[config.mk]
export PLATFORM = sky130hd
export DESIGN_NAME = fabric_pe_operand_join_flat
export DESIGN_NICKNAME = d
export VERILOG_FILES = /design/src/rtl/fabric_pe_operand_join_if.sv /design/src/rtl/fabric_pe_operand_join.sv /design/src/flat_wrapper.sv
export SDC_FILE = /design/constraint.sdc
export NUM_CORES = 1
export LEC_CHECK = 0
export CAP_MARGIN = 0
export CORE_MARGIN = 5
export CORE_UTILIZATION = 30
export DETAILED_ROUTE_END_ITERATION = 8
export GPL_ROUTABILITY_DRIVEN = 1
export GPL_TIMING_DRIVEN = 0
export PLACE_DENSITY = 0.64
export RECOVER_POWER = 100
export SYNTH_ARGS = -nofsm -noshare
export SYNTH_HDL_FRONTEND = slang
export SYNTH_SLANG_ARGS = --single-unit
[constraint.sdc]
create_clock -name clk -period 5.7 [get_ports clk]
set_input_delay 1.14 -clock clk [delete_from_list [all_inputs] [get_ports clk]]
set_output_delay 1.14 -clock clk [all_outputs]
set_load 0.005 [all_outputs]
[src/rtl/fabric_pe_operand_join_if.sv]
// Bundle of the operand-join handshake signals. Producers drive in_* and the
// PE consumes out_*. The slave modport is the join block's view.
interface fabric_pe_operand_join_if #(
  parameter int NUM_INPUTS = 2,
  parameter int SAFE_PW    = 32
);
  // Handshake: a transfer happens on a rising edge where valid && ready.
  // valid never waits on ready; ready never depends on valid or out_ready.
  // Data is held stable while valid is high and ready is low.
  logic [NUM_INPUTS-1:0]              in_valid;
  logic [NUM_INPUTS-1:0]              in_ready;
  logic [NUM_INPUTS-1:0][SAFE_PW-1:0] in_data;
  logic                               out_valid;
  logic                               out_ready;
  logic [NUM_INPUTS-1:0][SAFE_PW-1:0] out_data;
  logic                               err_tag_mismatch;

  modport master (
    output in_valid, in_data, out_ready,
    input  in_ready, out_valid, out_data, err_tag_mismatch
  );

  modport slave (
    input  in_valid, in_data, out_ready,
    output in_ready, out_valid, out_data, err_tag_mismatch
  );
endinterface

[src/rtl/fabric_pe_operand_join.sv]
// Operand join ahead of fabric_pe: one elastic FIFO per operand stream; a bundle
// is released only when every head is present and, in tagged mode, all tags agree.
module fabric_pe_operand_join #(
  parameter int NUM_INPUTS = 2,
  parameter int DATA_WIDTH = 32,
  parameter int TAG_WIDTH  = 0,
  parameter int DEPTH      = 2
) (
  input logic                     clk,
  input logic                     rst,
  fabric_pe_operand_join_if.slave bus
);
  localparam int PAYLOAD_WIDTH = DATA_WIDTH + TAG_WIDTH;
  localparam int SAFE_PW       = (PAYLOAD_WIDTH > 1) ? PAYLOAD_WIDTH : 1;
  localparam int PTR_W         = $clog2(DEPTH);
  localparam int CNT_W         = $clog2(DEPTH + 1);
  localparam logic [CNT_W-1:0] FULL_CNT = CNT_W'(DEPTH);

  logic [SAFE_PW-1:0]                 mem_q [NUM_INPUTS][DEPTH];
  logic [NUM_INPUTS-1:0][PTR_W-1:0]   wptr_q, wptr_d;
  logic [NUM_INPUTS-1:0][PTR_W-1:0]   rptr_q, rptr_d;
  logic [NUM_INPUTS-1:0][CNT_W-1:0]   cnt_q, cnt_d;
  logic                               err_q, err_d;
  logic [NUM_INPUTS-1:0]              ready;
  logic [NUM_INPUTS-1:0]              push;
  logic [NUM_INPUTS-1:0][SAFE_PW-1:0] head;
  logic                               all_present;
  logic                               tags_eq;
  logic                               out_valid;
  logic                               fire;

  // Readiness is a function of occupancy only, so a full FIFO stalls its
  // writer even in a cycle where the join pops it.
  always_comb begin
    all_present = 1'b1;
    for (int i = 0; i < NUM_INPUTS; i++) begin
      ready[i]    = !rst && (cnt_q[i] != FULL_CNT);
      push[i]     = bus.in_valid[i] && ready[i];
      head[i]     = mem_q[i][rptr_q[i]];
      all_present = all_present && (cnt_q[i] != '0);
    end
  end

  if (TAG_WIDTH > 0) begin : g_tagged
    always_comb begin
      tags_eq = 1'b1;
      for (int i = 1; i < NUM_INPUTS; i++) begin
        if (head[i][SAFE_PW-1 -: TAG_WIDTH] != head[0][SAFE_PW-1 -: TAG_WIDTH]) begin
          tags_eq = 1'b0;
        end
      end
    end
  end else begin : g_untagged
    assign tags_eq = 1'b1;
  end

  // all_present gates the tag compare so stale storage never reaches out_valid.
  assign out_valid = all_present && tags_eq;
  assign fire      = out_valid && bus.out_ready;

  always_comb begin
    wptr_d = wptr_q;
    rptr_d = rptr_q;
    cnt_d  = cnt_q;
    for (int i = 0; i < NUM_INPUTS; i++) begin
      if (push[i]) begin
        wptr_d[i] = wptr_q[i] + PTR_W'(1);
      end
      if (fire) begin
        rptr_d[i] = rptr_q[i] + PTR_W'(1);
      end
      if (push[i] && !fire) begin
        cnt_d[i] = cnt_q[i] + CNT_W'(1);
      end else if (!push[i] && fire) begin
        cnt_d[i] = cnt_q[i] - CNT_W'(1);
      end
    end
    err_d = err_q || (all_present && !tags_eq);
  end

  always_ff @(posedge clk) begin
    if (rst) begin
      wptr_q <= '0;
      rptr_q <= '0;
      cnt_q  <= '0;
      err_q  <= 1'b0;
    end else begin
      wptr_q <= wptr_d;
      rptr_q <= rptr_d;
      cnt_q  <= cnt_d;
      err_q  <= err_d;
    end
  end

  // Payload storage carries no reset; occupancy alone decides what is live.
  always_ff @(posedge clk) begin
    for (int i = 0; i < NUM_INPUTS; i++) begin
      if (push[i]) begin
        mem_q[i][wptr_q[i]] <= bus.in_data[i];
      end
    end
  end

  assign bus.in_ready         = ready;
  assign bus.out_valid        = out_valid;
  assign bus.out_data         = head;
  assign bus.err_tag_mismatch = err_q;
endmodule

[src/flat_wrapper.sv]
// flat-port wrapper written by rule: the top's interface ports become plain ports
module fabric_pe_operand_join_flat 
#(
  parameter int NUM_INPUTS = 2,
  parameter int DATA_WIDTH = 32,
  parameter int TAG_WIDTH  = 0,
  parameter int DEPTH      = 2
)
  (clk, rst, bus_in_valid, bus_in_data, bus_out_ready, bus_in_ready, bus_out_valid, bus_out_data, bus_err_tag_mismatch);
  fabric_pe_operand_join_if #(.NUM_INPUTS(NUM_INPUTS), .SAFE_PW((32))) bus_i ();
  input logic clk;
  input logic rst;
  input wire logic [$bits(bus_i.in_valid)-1:0] bus_in_valid;
  input wire logic [$bits(bus_i.in_data)-1:0] bus_in_data;
  input wire logic [$bits(bus_i.out_ready)-1:0] bus_out_ready;
  output wire logic [$bits(bus_i.in_ready)-1:0] bus_in_ready;
  output wire logic [$bits(bus_i.out_valid)-1:0] bus_out_valid;
  output wire logic [$bits(bus_i.out_data)-1:0] bus_out_data;
  output wire logic [$bits(bus_i.err_tag_mismatch)-1:0] bus_err_tag_mismatch;
  assign bus_i.in_valid = bus_in_valid;
  assign bus_i.in_data = bus_in_data;
  assign bus_i.out_ready = bus_out_ready;
  assign bus_in_ready = bus_i.in_ready;
  assign bus_out_valid = bus_i.out_valid;
  assign bus_out_data = bus_i.out_data;
  assign bus_err_tag_mismatch = bus_i.err_tag_mismatch;
  fabric_pe_operand_join #(.NUM_INPUTS(NUM_INPUTS), .DATA_WIDTH(DATA_WIDTH), .TAG_WIDTH(TAG_WIDTH), .DEPTH(DEPTH)) u_core (.clk(clk), .rst(rst), .bus(bus_i));
endmodule
# == Word-level counts from Yosys, hierarchy flattened ==
# Memory sizes are Yosys's and may differ from the RTL's.
# Cells that the tools add are included.
# Widths: inputs -> output; s select.
# word_totals
ff_bits,8
ram_bits,128
in_bits,69
word_cells,65
mem_count,1
# memory_table
memory,depth,word_bits,read_ports,rd_ports_with_merged_regs,write_ports,line_no,rtl
u_core.mem_q,2,64,2,0,2,fabric_pe_operand_join.sv:19,logic [SAFE_PW-1:0] mem_q [NUM_INPUTS][DEPTH];
# classes
n_addsub,8
order_cmp,6
n_eq_ne,2
muxes,18
bitwise_logic,4
n_reduce_logical,20
# op_table
cell,count
$mux 32,8
$mux 64,2
$demux 32 s1,2
$logic_and 1x1->1,12
$ge 2x2->1 const B,4
$mux 2,4
$not 1->2,4
$reduce_bool 2->1,4
$add 1x1->1 const B,4
$add 2x1->2 const B,2
$logic_not 1->1,4
$lt 2x1->1 const B,2
$ne 2x2->1 const B,2
$sub 2x1->2 const B,2
$mux 1,2

# == Logic depth before layout (Yosys ltp) ==
# Gate-level depths: netlist (run 1).
# logic_depth
depth_word,7
depth_mapped,6

# == Worst setup path after synthesis (run 1) ==
# Ideal clock, no wire load.
# synth_timing
kind,input port to flip-flop
start,in rst
end,"mem u_core.mem_q[0][32] in the netlist's numbering, enable pin"
setup_ns,0.425
arrival_ns,3.043
required_time_ns,5.275
slack_ns,2.232
cell_stages,3
path_buffers,1
cell_sequence,buf_2 -> nor3b_4 -> nor2b_1
# synth_lines
item,line_no,rtl
from (decl),flat_wrapper.sv:12,input logic rst;
to (decl),fabric_pe_operand_join.sv:19,

==> impl_metrics.ini, run 1 <==
[clocking]
post-cts-setup-buffers = 0
cts_tree = built
cts-root-buf = clkbuf_16
clock-sinks = 136
path_clk_slew_ns = 0.06
hold_buffers = 0
ctsResizeCount = 0
clkLatencyLatePin_ns = 0.41
clockBufferDepth = 2
htreeDepth = 4
cts_buffers = 17

[place]
dpl-instance-area_um2 = 6720
dp.final_hpwl_um = 6890
placed_cells = 603
port_buffers = 135
gp_congestion = 0.714

[floorplan]
dieHeight_um = 140
core_um2 = 16500
rows = 47
start_util = 0.305
die_w_um = 140
dieArea_um2 = 19500
ios = 137

[global_route]
grtUsageTotal = 0.105
grt_use_met1 = 0.120
grt_pass1_vias = 3055
grt_max_degree = 33
antenna_found_initial = 4
met3_usage = 0.0593
globalRoute.busiestLayer = met2
gr-total-overflow = 0
grt_pass1_wl_um = 15500
grtUsageMet2 = 0.163

[detailed_routing]
remaining_drc_errors = 0
drt-pass1-iter-count = 4
num_vias = 2754
routed_wl_um = 10100
via_per_inst = 4.31
drt_iter0_drc = 99
detail_route.wl_per_cell_um = 15.8
ant_nets = 0

[critical_path]
critPathKind = input port to register
worstPathMaxFanout = 32
end_kind = register
setup.worst_path.start_class = input port
cp.arrival_ns = 4.18
crit_required_ns = 5.68

[synth]
yosysSeqAreaShare = 0.795
synth_area_um2 = 5040
synth_area_leaders = edfxtp_1, mux2_2, dfxtp_1
synthTopCellsByCount = edfxtp_1, mux2_2, buf_2, dfxtp_1
ys_seq_elements = 136
yosysUniqueCellTypes = 20
synth_edf_count = 128
synth-async-reset-ratio = 0
yosys_warnings = 0
syn_area_per_cell_um2 = 20.5
synthCells = 246
synth_largest_area_cell = edfxtp_1
synth_nets = 317
synth_flop_cell = edfxtp_1
synth_top_area_share = 0.763
yosysMostFrequentCell = edfxtp_1

[power_and_ir_drop]
power_density_nw_per_um2 = 357
p_leak_nw = 2.45
vdd_drop_max_v = 0.000193

[timing]
whs_ns = 0.489
slew_violations = 132
final-hold-violation-count = 0
fin_crit_sh = 0.736
post-route-min-period_ns = 4.20
slew_headroom = -0.488
fin_worst_skew_ns = 0.00547
timing.fmax_ghz = 0.238
setup_violations = 0
setup_tns_ns = 0
rsz0062_at_grt = false
tightest_slew_ns = 2.23

[outcome]
failed_checks = capacitance limit, slew limit
status = finished with violations

[final_layout]
drive_gt1_frac = 0.217
finalNetCount = 473
final_core_util = 0.440
layout.cells.non_filler = 639
syn_to_final_growth_pct = 44.2
finish.instance_area_um2 = 7260

[hold_path]
hold_path_class = register to register

[run]
maxCapViolCount = 4
==> report_power, final <==
group,switching [W],total [W],internal [W]
Sequential,0.0000201,0.00119,0.00117
Clock,0.000399,0.00112,0.000724
Combinational,0.000119,0.000283,0.000163
Total,0.000539,0.00259,0.00206
==> routing by layer <==
metal	share of wire	wire length [um]	up-vias
li1	-	-	1277
met1	0.44	4470	1332
met2	0.43	4350	125
met3	0.10	1060	18
met4	0.019	188	2
met5	0.0013	13	-
==> worst max-delay path, stage by stage <==
cell and delay, ns:
dlygate4sd3_1 0.56, clkbuf_1 0.25, nor3b_1 0.50, and2_0 1.72
==> worst paths after layout <==
check / startpoint / cells past startpoint / slack, ns / end
max: rst / 4 / 1.50 / u_core.mem_q[0][27]
min reg2reg: u_core.wptr_q[0] / 1 / 0.49 / u_core.wptr_q[0]
min: u_core.wptr_q[0] / 1 / 0.49 / u_core.wptr_q[0]
max reg2reg: u_core.cnt_q[2] / 3 / 2.59 / u_core.mem_q[0][93]
==> cells in the final DEF (no fill, tap or decap), types with 2 or more instances in the layout <==
cell type	instances
edfxtp_1	128
dlygate4sd3_1	119
mux2_2	58
clkbuf_16	17
clkdlybuf4s50_1	16
clkbuf_1	11
dfxtp_1	8
mux2_1	6
nor2_1	6
xor2_1	6
clkinv_2	5
diode_2	4
bufinv_16	4
nor2b_1	3
clkinvlp_4	3
nor3b_1	2
and2_0	2
nand2_1	2
mux2i_1	2
o21ai_0	2
or3_1	2
a21oi_1	2
ha_1	2
clkinv_1	2
==> registers in the layout, indices dropped and copies added (netlist names) <==
register	count
u_core.mem_q	128
u_core.cnt_q	4
u_core.rptr_q	2
u_core.wptr_q	2
==> cells by family after synthesis <==
logic type,after synthesis,share of synthesized area
DFF,136,0.795
muxes,66,0.147
and+or+nand+nor,18,0.0233
buffers and inverters,11,0.0112
AOI/OAI and AO/OA,6,0.00745
xor gates and xnor gates,6,0.0104
adders and majority gates,2,0.00497
other,1,0.000744
==> area by class of cell <==
type / instances / area (um2)
sequential: 136 / 4000
timing repair buffer: 137 / 1360
buffer: 10 / 41.3
tap: 220 / 275
clock inverter: 15 / 184
antenna: 4 / 10.0
clock buffer: 17 / 425
multi-input combinational: 99 / 962
fill: 1424 / 9260
inverter: 1 / 3.75
==> per-stage QoR <==
| step | power, W | setup WS (ns) |
|---|---|---|
| 2_1_floorplan | 0.00133 | 2.23 |
| 3_3_place_gp | 0.00152 | 0.848 |
| 3_5_place_dp | 0.00153 | 2.09 |
| 4_1_cts | 0.00267 | 2.09 |
| 5_1_grt | 0.00269 | 1.18 |
| 6_report | 0.00259 | 1.50 |
No activity file was read; power rests on OpenSTA's default activity.
==> run 2, diff against run 1 <==
- clock period: 5.7 -> 4.18 ns (I/O delays scaled with it)
==> run 2 against run 1 <==
Effect of this change:
- the run still ends with capacitance limit, slew limit left
- total power increased by 36%
- sequential cell count unchanged
- wire length decreased by 0.16%
- utilization increased by 0.14 points
- highest routed layer unchanged
- via count decreased by 0.40%
- clock skew about the same
- count of clock-buffer cells in the layout unchanged
- setup slack got worse by 0.69 ns
- final cell count unchanged
- largest power group unchanged
- combinational power increased by 38%
- clock power increased by 37%
- cell area increased by 0.31%
==> impl_metrics.ini, run 2 (synthesis gave the netlist of run 1 again) <==
[critical_path]
worstPathCellList = clkbuf_1, clkbuf_1, mux2_2, dlygate4sd3_1
end_kind = output port
crit_required_ns = 3.34
setup.worst_path.start_class = register
cp_slowest_cell = dlygate4sd3_1
worstPathMaxFanout = 10
crit_path_max_incr_delay_ns = 0.60
cp.arrival_ns = 2.53
critPathKind = register to output port
cp_common_cell = clkbuf_1

[power_and_ir_drop]
p_leak_nw = 2.47
power.switching_w = 0.000736
switching_share = 0.208
finalPower_w = 0.00354
combPwrFrac = 0.110
power_density_nw_per_um2 = 486
vdd_drop_max_v = 0.000263
intPower_w = 0.00280
clkPwrFrac = 0.433
seq_power_share = 0.456

[clocking]
post-cts-setup-buffers = 0
path_clk_slew_ns = 0.06
cts_tree = built
ctsResizeCount = 0
htreeDepth = 4
cts_buffers = 17
cts-root-buf = clkbuf_16
clkLatencyLatePin_ns = 0.41
clock-sinks = 136
clockBufferDepth = 2
hold_buffers = 0

[floorplan]
die_w_um = 140
core_um2 = 16500
rows = 47
dieArea_um2 = 19500
dieHeight_um = 140
ios = 137
start_util = 0.305

[global_route]
grt_max_degree = 33
met3_usage = 0.0593
grtUsageMet2 = 0.163
grt_use_met1 = 0.120
grt_pass1_vias = 3055
antenna_found_initial = 4
globalRoute.busiestLayer = met2
gr-total-overflow = 0
grtUsageTotal = 0.105
grt_pass1_wl_um = 15500

[final_layout]
largest_reg_flops = 128
finalNetCount = 473
final_core_util = 0.441
multiInputGateArea_um2 = 968
final_common_cell = edfxtp_1
syn_to_final_growth_pct = 44.7
final_cell_mix = edfxtp_1, dlygate4sd3_1, mux2_2
drive_gt1_frac = 0.224
seqCellArea_um2 = 4000
layout.cells.non_filler = 639
nFillCells = 1418

[timing]
post-route-min-period_ns = 3.37
rsz0062_at_grt = false
fin_worst_skew_ns = 0.00555
tightest_slew_ns = 1.86
slew_headroom = -0.237
final-hold-violation-count = 0
setup_tns_ns = 0
fin_crit_sh = 0.806
whs_ns = 0.485
setup_violations = 0
timing.fmax_ghz = 0.297
slew_violations = 33

[place]
dp.final_hpwl_um = 6890
gp_congestion = 0.714
port_buffers = 135
placed_cells = 603

[detailed_routing]
via_per_inst = 4.29
routed_wl_um = 10100
ant_nets = 0
drt-pass1-iter-count = 4
detail_route.wl_per_cell_um = 15.8
remaining_drc_errors = 0
drt_iter0_drc = 103
num_vias = 2743

[hold_path]
hold_path_class = register to register

[outcome]
status = finished with violations
failed_checks = capacitance limit, slew limit

[run]
maxCapViolCount = 1
==> run 2: cell types whose count changed in the layout (fill, tap and decap cells not counted), sizes merged <==
| cell | previous run | this run |
|---|---|---|
| buf | 1 | 2 |
| clkbuf | 28 | 27 |
==> run 2: critical path, delay by kind of cell, from the launching register on <==
family | cells | cell delay (ns)
flops | 1 | 0.31
mux | 1 | 0.41
buf+inv | 3 | 1.40
==> run 2: per-layer routing <==
layer | wire [um] | part of all wire
met1 | 4470 | 0.44
met2 | 4340 | 0.43
met3 | 1060 | 0.10
met4 | 188 | 0.019
met5 | 13 | 0.0013
==> run 2: path summary, 6_finish.rpt <==
path / depth (start not counted) / endpoint / slack, ns / start
setup / recovery: 4 / bus_out_data[16] / 0.81 / u_core.rptr_q[0]
setup reg to reg: 4 / u_core.mem_q[0][125] / 1.45 / u_core.cnt_q[2]
hold / removal: 1 / u_core.wptr_q[0] / 0.49 / u_core.wptr_q[0]
hold reg to reg: 1 / u_core.wptr_q[0] / 0.49 / u_core.wptr_q[0]
==> run 2: through the flow <==
stage / worst slack (ns) / area (um2)
2_1_floorplan: 1.02 / 5040
3_3_place_gp: -0.368 / 6660
3_5_place_dp: 1.18 / 6720
4_1_cts: 1.18 / 7330
5_1_grt: 0.638 / 7280
6_report: 0.810 / 7290
==> run 2: layout make-up <==
class | instances | share of cell area
multi-input cells | 99 | 0.133
clock buffers | 17 | 0.0584
inverters | 1 | 0.000515
clock inverters | 15 | 0.0252
well taps | 220 | 0.0378
diodes | 4 | 0.00137
plain buffers | 10 | 0.00567
repair buffers | 137 | 0.189
flip-flops and latches | 136 | 0.549
==> run 2: power groups by stage <==
stage | clock network [W] | logic [W] | registers [W]
final | 0.00153 | 0.000391 | 0.00162
after global placement | 0 | 0.000429 | 0.00164
after floorplan | 0 | 0.000181 | 0.00164
after global routing | 0.00162 | 0.000428 | 0.00162
after detailed placement | 0 | 0.000445 | 0.00164
after CTS | 0.00157 | 0.000449 | 0.00162
==> run 3, diff against run 2 <==
- clock period: 4.18 -> 3.5 ns (I/O delays scaled with it)
==> run 3 against run 2 <==
Effect of this change:
- the flow still finishes with violations (capacitance limit, slew limit)
- sequential power is 19% higher
- global-route usage stayed put
- clock skew hardly changed
- final cell count stayed put
- largest cell class unchanged
- total power is 19% higher
- sequential share of layout area hardly changed
- first-iteration DRC count is 12% higher
- register-to-register slack worse by 0.46 ns
- critical endpoint is now bus_in_ready[0]
==> impl_metrics.ini, run 3 (synthesis gave the netlist of run 1 again) <==
[clocking]
clockBufferDepth = 2
cts_tree = built
htreeDepth = 4
cts_buffers = 17
clock-sinks = 136
cts-root-buf = clkbuf_16
clkLatencyLatePin_ns = 0.41
path_clk_slew_ns = 0.06
hold_buffers = 0
ctsResizeCount = 0
post-cts-setup-buffers = 0

[hold_path]
hold_end = u_core.wptr_q[0]
hold_depth = 1
worstHoldStart = u_core.wptr_q[0]
hold_path_class = register to register

[place]
gp_congestion = 0.714
port_buffers = 135
dp.final_hpwl_um = 6890

[run]
maxCapViolCount = 2

[power_and_ir_drop]
power_density_nw_per_um2 = 580
vdd_drop_max_v = 0.000314
p_leak_nw = 2.51
finalPower_w = 0.00423

[critical_path]
crit_required_ns = 2.80
reg2reg_from = u_core.cnt_q[2]
rr_worst_depth = 4
reg2reg_slack_ns = 0.99
end_kind = output port
reg2reg_to = u_core.mem_q[0][99]
setup.worst_path.start_class = input port
critPathKind = input port to output port
cp.arrival_ns = 2.36
worstPathMaxFanout = 10

[global_route]
antenna_found_initial = 4
grt_pass1_vias = 3055
grt_max_degree = 33
grtUsageTotal = 0.105
gr-total-overflow = 0
grt_pass1_wl_um = 15500

[final_layout]
drive_gt1_frac = 0.246
final_core_util = 0.441
syn_to_final_growth_pct = 44.7
final_cell_mix = edfxtp_1, dlygate4sd3_1, mux2_2
largest_reg_flops = 128
final_common_cell = edfxtp_1
finalNetCount = 473

[floorplan]
start_util = 0.305
die_w_um = 140
core_um2 = 16500
dieArea_um2 = 19500
ios = 137
rows = 47
dieHeight_um = 140

[timing]
final-hold-violation-count = 0
tightest_slew_ns = 1.53
rsz0062_at_grt = false
fin_worst_skew_ns = 0.00567
slew_violations = 66
slew_headroom = -0.0191
fin_crit_sh = 0.875
setup_violations = 0
timing.fmax_ghz = 0.327
post-route-min-period_ns = 3.06

[detailed_routing]
routed_wl_um = 10100
remaining_drc_errors = 0
via_per_inst = 4.31
detail_route.wl_per_cell_um = 15.7
drt-pass1-iter-count = 4
num_vias = 2756
ant_nets = 0
drt_iter0_drc = 115

[outcome]
failed_checks = capacitance limit, slew limit
status = finished with violations
run 3: stage by stage:
stage	instances	instance area [um2]	setup slack (ns)	hold slack [ns]	TNS, ns
global placement	601	6660	-0.912	0.465	-51.89
detailed placement	603	6720	0.644	0.508	0
CTS	635	7330	0.690	0.516	0
global route	638	7290	0.350	0.516	0
floorplan	246	5040	0.472	0.451	0
finish	639	7290	0.438	0.486	0
run 3: layout make-up:
type | count | area, um2
diodes | 4 | 10.0
inverters | 1 | 3.75
fillers | 1415 | 9240
flip-flops and latches | 136 | 4000
well taps | 220 | 275
repair buffers | 137 | 1370
plain buffers | 10 | 48.8
clock inverters | 15 | 184
clock buffers | 17 | 425
multi-input cells | 99 | 970
run 3: routing by layer:
layer,vias to the layer above,track usage,routed length (um)
met5,-,0,13
li1,1281,-,-
met3,18,0.0593,1050
met2,123,0.163,4340
met4,2,0.0459,188
met1,1332,0.120,4470
run 3: worst max-delay path by stage:
stage | startpoint | endpoint | slack (ns) | depth (start not counted)
2_1_floorplan | rst | u_core.mem_q[0][32] | 0.47 | 3
3_3_place_gp | rst | u_core.mem_q[0][59] | -0.91 | 4
3_5_place_dp | rst | u_core.mem_q[0][8] | 0.64 | 4
4_1_cts | u_core.rptr_q[0] | bus_out_data[10] | 0.69 | 4
5_1_grt | rst | bus_in_ready[0] | 0.35 | 4
6_report | rst | bus_in_ready[0] | 0.44 | 4
run 3: critical path, stage by stage:
cell,delay (ns)
dlygate4sd3_1,0.60
clkbuf_1,0.39
nor2_1,0.08
dlygate4sd3_1,0.59
run 3: power breakdown:
part | internal (W) | total [W] | switching [W]
combinational | 0.000271 | 0.000465 | 0.000195
clock | 0.00118 | 0.00183 | 0.000650
sequential | 0.00190 | 0.00193 | 0.0000321
total | 0.00335 | 0.00423 | 0.000877
